**src/rtl/seq_divider.sv**
```systemverilog
// ---------------------------------------------------------------------------
// seq_divider
//   Multi-cycle restoring divider with a start/done handshake, a signed or
//   unsigned operand mode and divide-by-zero detection.
//
//   Handshake: a request is taken on any rising edge where start=1 while the
//   block is idle. Operands and mode are captured on that edge only and may
//   change afterwards. busy stays high from the next cycle until the result
//   is ready. done is a single-cycle pulse that marks quotient, remainder and
//   div_by_zero as valid. Those outputs then hold until the next done pulse.
//   A start that arrives while busy is ignored.
//
// Ports
//   clk          clock
//   rst          asynchronous, active-high reset
//   start        request, sampled only in IDLE
//   signed_mode  1 = two's-complement operands, 0 = unsigned (sampled with start)
//   dividend     dividend (sampled with start)
//   divisor      divisor  (sampled with start)
//   busy         operation in progress (excludes the done cycle)
//   done         one-cycle result-valid pulse
//   quotient     quotient, held until next done
//   remainder    remainder, held until next done
//   div_by_zero  divisor was zero, held until next done
//   dbg_state    current FSM state, for observation only
// ---------------------------------------------------------------------------
module seq_divider #(
    parameter int WIDTH = 8
) (
    input  logic             clk,
    input  logic             rst,
    input  logic             start,
    input  logic             signed_mode,
    input  logic [WIDTH-1:0] dividend,
    input  logic [WIDTH-1:0] divisor,
    output logic             busy,
    output logic             done,
    output logic [WIDTH-1:0] quotient,
    output logic [WIDTH-1:0] remainder,
    output logic             div_by_zero,
    output logic [1:0]       dbg_state
);

    localparam int CNT_W = $clog2(WIDTH + 1);

    typedef enum logic [1:0] {
        S_IDLE = 2'd0,
        S_RUN  = 2'd1,
        S_FIX  = 2'd2
    } state_t;

    state_t state, state_next;

    // Working registers
    logic [WIDTH:0]   r_q;        // partial remainder, one extra bit for the trial subtract
    logic [WIDTH-1:0] qw_q;       // dividend magnitude shifting out, quotient bits shifting in
    logic [WIDTH-1:0] y_q;        // divisor magnitude
    logic [CNT_W-1:0] cnt_q;      // iterations left
    logic             neg_q_q;    // negate quotient in FIX
    logic             neg_r_q;    // negate remainder in FIX
    logic             zero_err_q; // divisor was zero

    // One restoring step
    logic [WIDTH:0] trial;
    logic [WIDTH:0] diff;
    logic           fits;

    always_comb begin
        trial = {r_q[WIDTH-1:0], qw_q[WIDTH-1]};
        diff  = trial - {1'b0, y_q};
        fits  = (trial >= {1'b0, y_q});
    end

    // ---------------- FSM state register ----------------
    always_ff @(posedge clk or posedge rst) begin
        if (rst) begin
            state <= S_IDLE;
        end else begin
            state <= state_next;
        end
    end

    // ---------------- FSM next state ----------------
    always_comb begin
        state_next = state;
        case (state)
            S_IDLE: begin
                if (start) begin
                    // A zero divisor skips the iterations entirely.
                    state_next = (divisor == '0) ? S_FIX : S_RUN;
                end
            end
            S_RUN: begin
                if (cnt_q == CNT_W'(1)) begin
                    state_next = S_FIX;
                end
            end
            S_FIX:   state_next = S_IDLE;
            default: state_next = S_IDLE;
        endcase
    end

    assign busy      = (state != S_IDLE);
    assign dbg_state = state;

    // ---------------- Datapath and result registers ----------------
    always_ff @(posedge clk or posedge rst) begin
        if (rst) begin
            r_q         <= '0;
            qw_q        <= '0;
            y_q         <= '0;
            cnt_q       <= '0;
            neg_q_q     <= 1'b0;
            neg_r_q     <= 1'b0;
            zero_err_q  <= 1'b0;
            done        <= 1'b0;
            quotient    <= '0;
            remainder   <= '0;
            div_by_zero <= 1'b0;
        end else begin
            done <= 1'b0;
            case (state)
                S_IDLE: begin
                    if (start) begin
                        neg_q_q    <= signed_mode & (dividend[WIDTH-1] ^ divisor[WIDTH-1]);
                        neg_r_q    <= signed_mode & dividend[WIDTH-1];
                        zero_err_q <= (divisor == '0);
                        r_q        <= '0;
                        cnt_q      <= CNT_W'(WIDTH);
                        y_q        <= (signed_mode && divisor[WIDTH-1]) ? -divisor : divisor;
                        // With a zero divisor the raw dividend is kept, since it
                        // becomes the reported remainder unchanged.
                        if (divisor == '0) begin
                            qw_q <= dividend;
                        end else if (signed_mode && dividend[WIDTH-1]) begin
                            qw_q <= -dividend;
                        end else begin
                            qw_q <= dividend;
                        end
                    end
                end
                S_RUN: begin
                    r_q   <= fits ? diff : trial;
                    qw_q  <= {qw_q[WIDTH-2:0], fits};
                    cnt_q <= cnt_q - CNT_W'(1);
                end
                S_FIX: begin
                    done        <= 1'b1;
                    div_by_zero <= zero_err_q;
                    if (zero_err_q) begin
                        quotient  <= '1;
                        remainder <= qw_q;
                    end else begin
                        // The most-negative / -1 case yields magnitude 2^(WIDTH-1)
                        // with no negation, which is the wrapped result.
                        quotient  <= neg_q_q ? -qw_q : qw_q;
                        remainder <= neg_r_q ? -r_q[WIDTH-1:0] : r_q[WIDTH-1:0];
                    end
                end
                default: ;
            endcase
        end
    end

endmodule

```
**config.mk**
```make
export PLATFORM = sky130hd
export DESIGN_NAME = seq_divider
export DESIGN_NICKNAME = d
export VERILOG_FILES = /design/src/rtl/seq_divider.sv
export SDC_FILE = /design/constraint.sdc
export NUM_CORES = 1
export LEC_CHECK = 0
export CELL_PAD_IN_SITES_DETAIL_PLACEMENT = 2
export CELL_PAD_IN_SITES_GLOBAL_PLACEMENT = 2
export CORE_UTILIZATION = 36
export CTS_CLUSTER_SIZE = 10
export DETAILED_ROUTE_END_ITERATION = 6
export HOLD_SLACK_MARGIN = 0.12
export PLACE_DENSITY_LB_ADDON = 0.25
export SKIP_CTS_REPAIR_TIMING = 1
export SKIP_LAST_GASP = 1
export SLEW_MARGIN = 20
export SYNTH_ARGS = -nofsm -noshare
export SYNTH_HDL_FRONTEND = slang
export SYNTH_SLANG_ARGS = --single-unit
export TNS_END_PERCENT = 10
```
**constraint.sdc**
```tcl
create_clock -name clk -period 3.4 [get_ports clk]
set_input_delay 1.02 -clock clk [delete_from_list [all_inputs] [get_ports clk]]
set_output_delay 1.02 -clock clk [all_outputs]
set_load 0.05 [all_outputs]
```
==> results.yml <==
global_routing:
  overflow: 0
  grt_pass1_vias: 2829
  grt_pass1_wl_mm: 14.44
  gr-usage-all-layers_pct: 21.50
  antenna_found_initial: 0
  grt_max_degree: 27
clocking:
  clock_path_buffers: 2
  cts_made_buffers: 5
  clock_latency_ns: 0.31
  cts_sinks: 51
  cts_tree: "yes"
  cts_root_buffer: "clkbuf_8"
  path_clk_slew_ns: 0.10
  h-tree-depth: 2
hold_path:
  hp-class: "flop to flop"
  whs_path_depth: 2
  worstHoldStart: "quotient[0]"
  min_to: "quotient[0]"
drt:
  via_count: 2588
  first_pass_iters: 4
  routed_wl_mm: 8.512
  drt_iter0_drc: 48
  antenna_left: 0
  wl_per_cell_um: 17.66
  drcViolationCount: 0
  avgViaCountPerCell: 5.369
power_and_ir_drop:
  power_density_nw_per_um2: 1011
  finalPower_mw: 3.669
  ir_drop_uv: 464.9
  leakage_nw: 1.579
worst_setup_path:
  critPathKind: "flop to output port"
  reg2reg_to: "r_q[1]"
  slowest_stage: "clkdlybuf4s50_1"
  crit_path_start_kind: "flop"
  reg2reg_depth: 6
  critPathLaunch: "dbg_state[1]"
  slowest_delay_ns: 0.80
  crit_path_end_kind: "output port"
  cp_cell_sequence: "nor2_1 -> inv_1 -> clkdlybuf4s50_1"
  worstPathArrival_ns: 1.76
  reg2reg_slack_ns: 0.96
  required_ns: 2.38
  worstReg2RegStart: "r_q[1]"
  critPathTopFamily: "buffers and inverters"
  critPathMaxFanout: 7
  cp.buffers_inverters: 2
sta:
  drv_slew: 0
  min_period_ns: 2.785
  slew-limit-headroom_pct: 48.77
  fmax_ghz: 0.3591
  fin_setup_tns_ns: 0
  rsz0062_at_grt: "no"
  worstMarginPinSlew_ns: 0.7684
  finalSetupViolCount: 0
  finalHoldViolCount: 0
  period_share_pct: 81.90
  finalClockSkew_ns: 0.007213
floorplan:
  rows: 33
  initial_core_util_pct: 36.99
  dieHeight_um: 93.66
  fp.coreArea_um2: 8175
  die-area_um2: 8771
  io_pins: 41
  dieWidth_um: 93.66
synthesis:
  synth.ff_latch_count: 51
  yosysTopAreaCellShare_pct: 42.20
  syn_area_um2: 3024
  ys_types: 44
  synthAdderAreaFrac_pct: 6.454
  synth_common_cells: "dfrtp_1, nand2_1, o21ai_0, nor2_1, inv_1"
  synth_edf_count: 0
  synth-xor-area-share_pct: 7.820
  ys_top_cells_by_area: "dfrtp_1, ha_1, o21ai_0"
  yosys-mux-area-fraction_pct: 2.317
  yosys_warnings: 0
  yosys.area.top_type: "dfrtp_1"
  synth_cells: 338
  synth_top_family_by_area: "compound AO/OA/AOI/OAI gates"
  synth_compound_area_share_pct: 20.65
  async_flop_share_pct: 100.0
  synth.net_count: 373
  yosysMostFrequentCell: "dfrtp_1"
  seq_area_frac_synth_pct: 42.20
  avgSynthCellArea_um2: 8.947
  synthFlopType: "dfrtp_1"
  synthSimpleGateAreaFrac_pct: 15.80
place:
  dp_hpwl_mm: 6.523
  gp_congestion: 0.8027
  io_buffers: 40
  dpl_cell_area_um2: 3540
cells_and_area:
  drive_above_1_share_pct: 5.305
  area_growth_pct: 19.94
  fillers: 914
  diodes: 0
  design_area_um2: 3627
  nNetsFinal: 411
job:
  drv_cap: 0
outcome:
  status: "finished, final reports clean"
==> kinds of logic (layout without fill, tap and decap cells) <==
logic type      Yosys count  count (layout)
flops                    51              51
compound gates           96              96
buf+inv                  38              77
fa+ha+maj                15              15
mux                       7               7
simple gates            104             104
xor+xnor                 27              27
==> worst register-to-register path: cells and delay by family, from the launching register on <==
| family | cells | cell delay [ns] |
|---|---|---|
| AO/OA/AOI/OAI | 3 | 1.21 |
| adder cells (fa/ha/maj) | 1 | 0.46 |
| buffers and inverters | 1 | 0.10 |
| flip-flops | 1 | 0.49 |
| AND/OR/NAND/NOR | 1 | 0.13 |
==> layout make-up <==
class                   instances  area [um^2]  share of cell area, %
repair buffers                 45        437.9                  12.07
flip-flops and latches         51         1276                  35.18
clock inverters                 3        18.77                 0.5174
well taps                     105        131.4                  3.622
inverters                      24        90.09                  2.484
multi-input cells             249         1604                  44.22
clock buffers                   5        68.82                  1.897
==> worst max path at each step <==
stage,end,slack [ns],cells after the start
6_report,busy,0.62,3
5_1_grt,busy,0.52,3
4_1_cts,busy,0.59,3
3_5_place_dp,qw_q[3],0.37,9
3_3_place_gp,qw_q[3],0.47,9
2_1_floorplan,qw_q[7],1.08,5
==> power by group <==
group          leakage, nW  internal (mW)  switching, mW  total, mW
Sequential           0.649          0.861          0.318       1.18
Clock               0.0483          0.146          0.213      0.359
Combinational        0.882          0.868           1.26       2.13
Total                 1.58           1.88           1.79       3.67
==> cells in the final DEF (no fill, tap or decap), drive strengths merged, types with 2 or more instances in the layout <==
cell / count
dfrtp: 51
nand2: 42
clkdlybuf4s50: 40
o21ai: 32
nor2: 25
inv: 25
a21oi: 20
xor2: 15
ha: 14
xnor2: 12
o31ai: 10
nand3: 9
a221o: 8
mux2i: 7
and2: 6
a22oi: 6
or3: 5
clkbuf: 5
buf: 5
nor2b: 4
a31oi: 4
a211oi: 3
or4: 3
nor3: 2
o21bai: 2
o21a: 2
nand2b: 2
o22ai: 2
clkinv: 2
or2: 2
o41ai: 2
==> flip-flops by register name (all words and copies together), names as in the netlist <==
signal,cells
neg_q_q,1
qw_q,8
cnt_q,4
zero_err_q,1
quotient,8
done,1
dbg_state,2
r_q,8
remainder,8
y_q,8
div_by_zero,1
neg_r_q,1
==> layer usage <==
layer  wire (um)  track usage [%]  part of all wire (%)  vias to the layer above
met4          91            5.385                   1.1                        0
met1        3984            27.91                    47                     1295
li1            -                -                     -                     1252
met2        4271            37.68                    50                       34
met5           0                0                     0                        -
met3         164            2.913                   1.9                        7
==> per-stage QoR <==
step | instances | worst slack [ns] | hold slack, ns | util [%]
floorplan | 338 | 1.081 | 0.4498 | -
global placement | 474 | 0.4668 | 0.4555 | 43.30
detailed placement | 474 | 0.3717 | 0.4627 | 43.30
CTS | 482 | 0.5881 | 0.4853 | 44.37
global route | 482 | 0.5227 | 0.5161 | 44.37
finish | 482 | 0.6153 | 0.4766 | 44.37
Power figures use the tool's default switching activity.
